--- config.mk ---
export PLATFORM = sky130hd
export DESIGN_NAME = mem_dbus_access
export DESIGN_NICKNAME = d
export VERILOG_FILES = /design/src/rtl/mem_dbus_access.sv
export SDC_FILE = /design/constraint.sdc
export NUM_CORES = 1
export LEC_CHECK = 0
export CELL_PAD_IN_SITES_DETAIL_PLACEMENT = 1
export CELL_PAD_IN_SITES_GLOBAL_PLACEMENT = 1
export CORE_AREA = 2 2 134 136
export CTS_BUF_LIST = sky130_fd_sc_hd__clkbuf_2
export CTS_CLUSTER_SIZE = 8
export DETAILED_ROUTE_END_ITERATION = 12
export DIE_AREA = 0 0 136 138
export GPL_ROUTABILITY_DRIVEN = 0
export GPL_TIMING_DRIVEN = 0
export PLACE_DENSITY_LB_ADDON = 0.1
export SYNTH_ARGS = -nofsm -noshare
export SYNTH_HDL_FRONTEND = slang
export SYNTH_SLANG_ARGS = --single-unit
--- constraint.sdc ---
create_clock -name clk -period 8.5 [get_ports clk]
set_input_delay 2.55 -clock clk [delete_from_list [all_inputs] [get_ports clk]]
set_output_delay 2.55 -clock clk [all_outputs]
set_load 0.02 [all_outputs]
--- src/rtl/mem_dbus_access.sv ---
// mem_dbus_access: MEM-stage data-bus access FSM with store lane encoding and load extension (optional watchdog: DBUS_TIMEOUT_EN)
module mem_dbus_access #(
    parameter int TIMEOUT_CYCLES = 255
) (
    input  logic        clk,
    input  logic        rst,
    input  logic [3:0]  op,
    input  logic [31:0] addr,
    input  logic [31:0] wdata_i,
    input  logic        advance,
    input  logic        flush,
    output logic        dbus_req,
    output logic        dbus_wr,
    output logic [1:0]  dbus_size,
    output logic [31:0] dbus_addr,
    output logic [31:0] dbus_wdata,
    output logic [3:0]  dbus_wstrb,
    input  logic        dbus_addr_ok,
    input  logic        dbus_data_ok,
    input  logic [31:0] dbus_rdata,
    output logic [31:0] rdata_o,
    output logic        stallreq,
    output logic        adel,
    output logic        ades,
    output logic        bus_err
);
    localparam logic [2:0] IDLE  = 3'd0;
    localparam logic [2:0] REQ   = 3'd1;
    localparam logic [2:0] WAIT  = 3'd2;
    localparam logic [2:0] DONE  = 3'd3;
    localparam logic [2:0] DRAIN = 3'd4;
    logic [2:0]  state_q, state_d;
    logic        wr_q;
    logic [1:0]  size_q;
    logic [31:0] addr_q, wdata_q;
    logic [3:0]  wstrb_q, op_q;
    logic        is_load, is_store, mis, idle, in_req, issue, latch, timeout;
    logic [1:0]  size_c;
    logic [3:0]  wstrb_c;
    logic [31:0] wdata_c;
    logic [3:0]  lop;
    logic [1:0]  llo;
    logic [7:0]  lbyte;
    logic [15:0] lhalf;
    logic [31:0] ld_c;
    // Decode the incoming op, detect misalignment and build the store lane encoding
    always_comb begin
        is_load  = op inside {4'd1, 4'd2, 4'd3, 4'd4, 4'd5};
        is_store = op inside {4'd9, 4'd10, 4'd11};
        size_c   = (op inside {4'd3, 4'd4, 4'd10}) ? 2'd1 : (op inside {4'd5, 4'd11}) ? 2'd2 : 2'd0;
        mis      = (size_c == 2'd1 && addr[0]) || (size_c == 2'd2 && addr[1:0] != 2'b00);
        idle     = state_q == IDLE;
        in_req   = state_q == REQ;
        issue    = rst && idle && (is_load || is_store) && !mis && !flush;
        adel     = rst && idle && is_load && mis;
        ades     = rst && idle && is_store && mis;
        wstrb_c  = !is_store ? 4'b0000 :
                   size_c == 2'd0 ? 4'b0001 << addr[1:0] :
                   size_c == 2'd1 ? (addr[1] ? 4'b1100 : 4'b0011) : 4'b1111;
        wdata_c  = !is_store ? 32'd0 :
                   size_c == 2'd0 ? {4{wdata_i[7:0]}} :
                   size_c == 2'd1 ? {2{wdata_i[15:0]}} : wdata_i;
    end
    // Bus outputs come straight from the decode on the issue cycle and from the captured copy while in REQ
    always_comb begin
        dbus_req   = issue || in_req;
        dbus_wr    = in_req ? wr_q    : issue && is_store;
        dbus_size  = in_req ? size_q  : issue ? size_c  : 2'd0;
        dbus_addr  = in_req ? addr_q  : issue ? addr    : 32'd0;
        dbus_wdata = in_req ? wdata_q : issue ? wdata_c : 32'd0;
        dbus_wstrb = in_req ? wstrb_q : issue ? wstrb_c : 4'b0000;
    end
    // Extract and extend the load lane; a zero-wait response uses the live op, later ones the captured op
    always_comb begin
        lop   = idle ? op : op_q;
        llo   = idle ? addr[1:0] : addr_q[1:0];
        lbyte = dbus_rdata[8*llo +: 8];
        lhalf = llo[1] ? dbus_rdata[31:16] : dbus_rdata[15:0];
        ld_c  = lop == 4'd1 ? {{24{lbyte[7]}}, lbyte} :
                lop == 4'd2 ? {24'd0, lbyte} :
                lop == 4'd3 ? {{16{lhalf[15]}}, lhalf} :
                lop == 4'd4 ? {16'd0, lhalf} : dbus_rdata;
    end
    // Next-state logic; latch marks the cycle a load response is captured
    always_comb begin
        state_d = state_q;
        latch   = 1'b0;
        case (state_q)
            IDLE: if (issue) begin
                state_d = !dbus_addr_ok ? REQ : dbus_data_ok ? DONE : WAIT;
                latch   = dbus_addr_ok && dbus_data_ok;
            end
            REQ: if (dbus_addr_ok) begin
                state_d = flush ? (dbus_data_ok ? IDLE : DRAIN) : dbus_data_ok ? DONE : WAIT;
                latch   = !flush && dbus_data_ok;
            end else if (flush) state_d = IDLE;
            WAIT: if (dbus_data_ok) begin
                state_d = flush ? IDLE : DONE;
                latch   = !flush;
            end else if (flush || timeout) state_d = DRAIN;
            DONE:  if (advance || flush) state_d = IDLE;
            DRAIN: if (dbus_data_ok) state_d = IDLE;
            default: state_d = IDLE;
        endcase
    end
    assign stallreq = issue || in_req || (state_q == WAIT && !timeout);
    assign bus_err  = timeout;
`ifdef DBUS_TIMEOUT_EN
    logic [7:0] cnt_q;
    // Watchdog counts WAIT cycles and restarts whenever the FSM is elsewhere
    always_ff @(posedge clk or negedge rst) begin
        if (!rst) cnt_q <= 8'd0;
        else      cnt_q <= (state_q == WAIT) ? cnt_q + 8'd1 : 8'd0;
    end
    assign timeout = state_q == WAIT && !dbus_data_ok && cnt_q == 8'(TIMEOUT_CYCLES - 1);
`else
    assign timeout = TIMEOUT_CYCLES < 0;
`endif
    // State, captured request and load result registers
    always_ff @(posedge clk or negedge rst) begin
        if (!rst) begin
            state_q <= IDLE;
            wr_q    <= 1'b0;
            size_q  <= 2'd0;
            addr_q  <= 32'd0;
            wdata_q <= 32'd0;
            wstrb_q <= 4'b0000;
            op_q    <= 4'd0;
            rdata_o <= 32'd0;
        end else begin
            state_q <= state_d;
            if (issue) begin
                wr_q    <= is_store;
                size_q  <= size_c;
                addr_q  <= addr;
                wdata_q <= wdata_c;
                wstrb_q <= wstrb_c;
                op_q    <= op;
            end
            if (latch && lop inside {4'd1, 4'd2, 4'd3, 4'd4, 4'd5}) rdata_o <= ld_c;
        end
    end
endmodule

* Yosys cells after proc, flatten, opt, wreduce, memory -nomap -nowiden
Cells that the tools add are included.
Storage, ports and cells: input port bits 106, register bits 110, word-level logic and storage cells 106
Operators by class: muxes and demuxes 42, reduce and logical (&&, ||, !) cells 30, equal/unequal tests 24, shifts and indexed selects 2
Operators with widths (count):
- $mux 32 | 11
- $shiftx 32x6->8 | 1
- $mux 3 | 10
- $mux 4 | 7
- $eq 4x2->1 const B | 4
- $eq 4x3->1 const B | 4
- $mux 16 | 1
- $pmux 3 s5 | 1
- $logic_and 1x1->1 | 14
- $eq 4x4->1 const B | 3
- $mux 2 | 6
- $reduce_bool 5->1 | 2
- $eq 4x1->1 const B | 2
- $eq 3x2->1 const B | 2
- $ne 3x3->1 const B | 2
- $reduce_bool 3->1 | 2
- $logic_or 1x1->1 | 5
- $mux 1 | 5
- $reduce_and 5->1 | 1
- $ne 2x2->1 const B | 2
- $reduce_bool 2->1 | 2
- $shl 1x2->4 const A | 1
- $eq 3x1->1 const B | 1
- $eq 3x3->1 const B | 1
- other kinds (7) | 8

* Logic depth before layout (Yosys ltp)
depth after elaboration 13, gate-level depth with buffers 9, depth with buffers taken out 6

* Worst setup path before layout
No wires, ideal clock.
path type input port to output port, from in op[3], to out stallreq, slack 1.612 ns, arrival time 4.338 ns, stages on the path 7, cells stage by stage or3b_2 -> a21oi_1 -> nor2_1 -> nand2_1 -> clkbuf_1 -> buf_1 -> o21ai_0
On the way: cells in the longest elaborated chain, start to end 12, elaborated cells on any way between the ends 26, those cells by class eq/ne (10); mux (2); reduce/logical (14)
Ends and longest elaborated chain:
- start: declaration | RTL line 7 | input logic [3:0] op,
- $eq 4x3->1 or $eq 4x4->1 (tied branches) | RTL line 48, 50, 49
- $reduce_bool 2->1 | RTL line 50 | size_c = (op inside {4'd3, 4'd4, 4'd10}) ? 2'd1 : (op inside {4'd5, 4'd11}) ? 2'd2 : 2'd0;
- $mux 2 (2 in series) | RTL line 50
- $eq 2x1->1 or $eq 2x2->1 (tied branches) | RTL line 51 | mis = (size_c == 2'd1 && addr[0]) || (size_c == 2'd2 && addr[1:0] != 2'b00);
- $logic_and 1x1->1 | RTL line 51
- $logic_or 1x1->1 | RTL line 51
- $logic_not 1->1 | RTL line 54 | issue = rst && idle && (is_load || is_store) && !mis && !flush;
- $logic_and 1x1->1 (*) (2 in series) | RTL line 54
- $logic_or 1x1->1 (*) (2 in series) | RTL line 106 | assign stallreq = issue || in_req || (state_q == WAIT && !timeout);
- end: declaration | RTL line 22 | output logic stallreq,
Mark *: on every way between the ends. The rest lies on a longest branch, timed or not.

* Final worst setup path
from in op[0], to out dbus_wstrb[0]
On the way: cells in the longest elaborated chain, start to end 12, elaborated cells on any way between the ends 30, those cells by class eq/ne (10); mux (7); reduce/logical (13)
Ends and longest elaborated chain:
- $eq 4x3->1 or $eq 4x4->1 (tied branches) | RTL line 48, 50, 49
- $reduce_bool 2->1 | RTL line 50
- $mux 2 (2 in series) | RTL line 50
- $eq 2x1->1 or $eq 2x2->1 (tied branches) | RTL line 51, 59
- $logic_and 1x1->1 | RTL line 51
- $logic_or 1x1->1 | RTL line 51
- $logic_not 1->1 | RTL line 54
- $logic_and 1x1->1 (2 in series) | RTL line 54
- $mux 4 (*) (2 in series) | RTL line 71 | dbus_wstrb = in_req ? wstrb_q : issue ? wstrb_c : 4'b0000;
- end: declaration | RTL line 17 | output logic [3:0] dbus_wstrb,
Marks and branches as above.

==> parameters.txt <==
Parameter                              Value

Route
  Total vias in the final route    between 6k and 7k
  Router iterations before antenna repair    4
  Met3 WL post-DR    approximately 1.4 mm
  Highest layer used for signal routing    met4
  Routed length per instance    19.4 um
  Final antenna-violating net count    0
  Final wirelength    approximately 23 mm
  # DRC    0
  Starting DRC count in detailed routing    between 200 and 300
  Routed length on met1    approximately 9.5 mm
  Ratio of routed vias to standard cells    roughly 5.3
  Detailed-routed wire length on met2    ~11 mm

Hold path
  Hold EP    addr_q[16]
  Cell depth of the worst hold path    2
  Hold Crit Start    addr_q[16]
  Hold WC Path Type    flop to flop

Synth
  Post-synthesis area per instance    8.87 sq um
  Synthesized area    6330 sq um
  EDFF count, synth    0
  Commonest cells in the netlist    sky130_fd_sc_hd__nand2_1, sky130_fd_sc_hd__dfrtp_1, sky130_fd_sc_hd__mux2i_1
  Cell variety after synth    55
  Number of synthesis warnings    0
  Count of state elements after synthesis    110
  Mux share of post-synthesis cell area    0.120
  Complex-gate fraction of the synthesized area    0.202
  Post-synthesis net count    819
  Post-synthesis sequential area ratio    0.435
  Synth Instances    713
  Dominant register cell in the synthesized netlist    sky130_fd_sc_hd__dfrtp_1
  Cell with the most instances after synthesis    sky130_fd_sc_hd__nand2_1
  Xor/xnor share of the synthesized area    0.00554
  Simple-Gate Fraction of Synth Area    0.193
  Portion of synthesized cell area occupied by the leading cell type    0.435
  Top post-synthesis cells by area    sky130_fd_sc_hd__dfrtp_1, sky130_fd_sc_hd__nand2_1, sky130_fd_sc_hd__mux2i_1, sky130_fd_sc_hd__a21o_1, sky130_fd_sc_hd__mux2_2
  Adder and majority cell fraction of the synthesized area    0
  Combinational family with the most area after synthesis    compound AO/OA/AOI/OAI gates
  Ys async rst share    1.00
  Largest area contributor in the synthesized netlist    sky130_fd_sc_hd__dfrtp_1

Die
  Die area    ~19,000 sq um
  Count of boundary I/O pins    around 210
  Effective utilization at floorplan    0.361
  Die boundary width    136 um
  Cell row count    49
  Standard cell core area    17,500 sq um
  Die boundary height    approximately 140 um

Global routing
  Sum of overflow across all layers after global routing    0
  Wire length of the first global-routing pass    about 36 mm
  Vias in the first global route    6,863
  Overall Global Routing Usage    0.243
  Maximum number of pins on one net before global-route repair    69
  Initial antenna violation count    2

Setup path
  Kind of cell with the highest combined delay on the critical path    buffers and inverters
  Largest fanout of any net on the critical path    10
  Worst flop-to-flop path endpoint    rdata_o[6]
  Crit path max-delay cell type    sky130_fd_sc_hd__nor3_2
  Slowest stage delay, CP    between 0.6 and 0.7 ns
  Required @ worst endpoint    slightly below 6 ns
  Kind of end point of the critical path    output port
  Class of the most critical setup path    input pin to output port
  Worst reg-to-reg setup slack    5.55 ns
  Worst path bufs/invs    4
  Crit path arrival time    a little under 6 ns
  Cell-by-cell listing of the critical path    clkdlybuf4s50_1 -> buf_2 -> nor2_1 -> nor2_1 -> nand2_1 -> nor3_2 -> clkbuf_1 -> o21ai_0 -> nand2_1 -> clkdlybuf4s50_1
  Worst reg-to-reg path cell count    8
  Worst setup SP type    input pin
  Reg-to-reg critical path startpoint    state_q[1]

Clock tree
  Buffer cell driving the clock tree root    sky130_fd_sc_hd__clkbuf_2
  Sinks on Clock Net    110
  Clk slew on worst S/H paths    ~0.31 ns
  Post-CTS setup-driven buffer insertion count    0
  Number of H-tree branching levels    3
  Resize count post-CTS    2
  Bufs on Longest Clock Path    2
  Number of buffers created by CTS    9
  TritonCTS clock tree    built
  Hold buffers post-CTS    0
  Source-to-sink clock delay at the later pin of the worst-skew pair    about 0.6 ns

Pwr
  Final total power    slightly below 2 mW
  Net switching power of the design    between 700 and 800 uW
  Power density normalized to cell area    ~220 nW/um^2
  Sequential share of power    0.415
  Share of total power in the clock network    0.159
  Maximum vdd ir drop    around 0.13 mV
  Cell-internal power    ~1.2 mW
  Leakage power of the design    ~4.3 nW
  Combinational power share    0.426
  Net switching share of the total power    0.368

STA
  Peak Freq    ~120 MHz
  Tightest slew margin relative to the limit    0.263
  Worst-Margin Slew    1.09 ns
  Minimum clock period    8.37 ns
  Share of the cycle needed by the critical path after routing    0.985
  Setup WS post-layout    approximately 0.13 ns
  Fin Clk Skew    0.0224 ns
  Worst hold margin    around 0.52 ns
  Setup violations, final    0
  Hold Fails Final Rpt    0
  Slew Viols, Final    0
  Unrepaired setup endpoints after global routing    true

Job
  Number of max-capacitance violations reported    0

Place
  Port-buffer cells    roughly 210
  Worst slack at placement    -0.219 ns
  Final HPWL DP    approximately 18 mm

Status
  Outcome    finished, final reports clean

Finish
  Post-layout nets    between 1k and 1.5k
  Fraction of layout cells with a size suffix above 1    0.0895
  Area overhead of the layout relative to synthesis    40.9%
-- sequential cells by signal (all words and copies together) (netlist names) --
register / cells
size_q: 2
wr_q: 1
wstrb_q: 4
rdata_o: 32
state_q: 3
addr_q: 32
wdata_q: 32
op_q: 4
-- through the flow --
step / utilization / std cells / area (sq um) / setup TNS (ns)
2_1_floorplan: - / 713 / 6330 / 0
3_3_place_gp: 0.498 / 1153 / 8730 / -374.66
3_5_place_dp: 0.499 / 1154 / 8750 / -1.05
4_1_cts: 0.508 / 1169 / 8920 / 0
5_1_grt: 0.508 / 1169 / 8910 / -0.441
6_report: 0.508 / 1169 / 8910 / 0
-- cells in the final DEF, fill, tap and decap left out, types with 3 or more instances in the layout --
| cell type | instances |
|---|---|
| sky130_fd_sc_hd__mux2i_1 | 42 |
| sky130_fd_sc_hd__nand3_1 | 5 |
| sky130_fd_sc_hd__a22o_1 | 16 |
| sky130_fd_sc_hd__buf_6 | 5 |
| sky130_fd_sc_hd__a21o_1 | 36 |
| sky130_fd_sc_hd__mux2_2 | 23 |
| sky130_fd_sc_hd__dfrtp_1 | 110 |
| sky130_fd_sc_hd__nand2b_1 | 5 |
| sky130_fd_sc_hd__clkdlybuf4s50_1 | 210 |
| sky130_fd_sc_hd__a21oi_2 | 10 |
| sky130_fd_sc_hd__nor4b_1 | 3 |
| sky130_fd_sc_hd__a22oi_1 | 8 |
| sky130_fd_sc_hd__buf_2 | 13 |
| sky130_fd_sc_hd__clkbuf_1 | 31 |
| sky130_fd_sc_hd__o22a_1 | 24 |
| sky130_fd_sc_hd__nor4_1 | 3 |
| sky130_fd_sc_hd__bufinv_16 | 3 |
| sky130_fd_sc_hd__o21ai_0 | 26 |
| sky130_fd_sc_hd__nor2_1 | 19 |
| sky130_fd_sc_hd__o31ai_1 | 8 |
| sky130_fd_sc_hd__inv_1 | 5 |
| sky130_fd_sc_hd__nor3b_1 | 3 |
| sky130_fd_sc_hd__a21oi_1 | 33 |
| sky130_fd_sc_hd__nand3b_1 | 4 |
| sky130_fd_sc_hd__clkbuf_2 | 10 |
| sky130_fd_sc_hd__nand2_1 | 238 |
-- area by class of cell --
type                       instances  area [sq um]
sequential                       110          2750
antenna                            1          2.50
inverter                           5          18.8
timing repair buffer             212          2140
fill                            2053          8620
clock inverter                     6           110
clock buffer                       9          45.0
buffer                            53           254
multi-input combinational        544          3300
tap                              229           287
-- layer usage --
layer  global-route usage  vias to the layer above
met5                    0                        -
met4               0.0894                        0
met3               0.0678                       33
met2                0.404                      187
met1                0.298                     3117
li1                     -                     2915
-- power groups by stage --
stage	Combinational [mW]	Sequential, mW	Clock (mW)
floorplan	0.390	0.876	0
global placement	0.798	0.804	0
detailed placement	0.831	0.818	0
CTS	0.834	0.807	0.323
global route	0.891	0.829	0.339
finish	0.827	0.806	0.309
-- kinds of logic after synthesis --
group                  count (synthesis)
AO/OA/AOI/OAI                        177
XOR/XNOR                               4
buffers and inverters                 59
flip-flops                           110
multiplexers                          69
other                                  1
AND/OR/NAND/NOR                      293
-- worst register-to-register path: stages (launching register included) --
cell and delay [ns]:
sky130_fd_sc_hd__dfrtp_1 0.44, sky130_fd_sc_hd__buf_6 0.14, sky130_fd_sc_hd__nor3_4 0.34, sky130_fd_sc_hd__nor3b_1 0.13, sky130_fd_sc_hd__a2bb2oi_2 0.51, sky130_fd_sc_hd__buf_2 0.42
sky130_fd_sc_hd__mux2_2 0.37, sky130_fd_sc_hd__mux2_2 0.26, sky130_fd_sc_hd__mux2_2 0.26
-- worst max-delay path by stage --
stage	startpoint	end	slack (ns)	cells after the start
detailed placement	op[0]	dbus_wstrb[0]	-0.22	10
CTS	op[0]	dbus_wstrb[0]	0.12	10
finish	op[0]	dbus_wstrb[0]	0.13	10
global placement	rst	dbus_wstrb[1]	-4.32	7
global route	op[3]	dbus_wstrb[2]	-0.08	9
floorplan	op[3]	stallreq	1.61	7
Note: power is estimated with default switching activity, not from simulation.
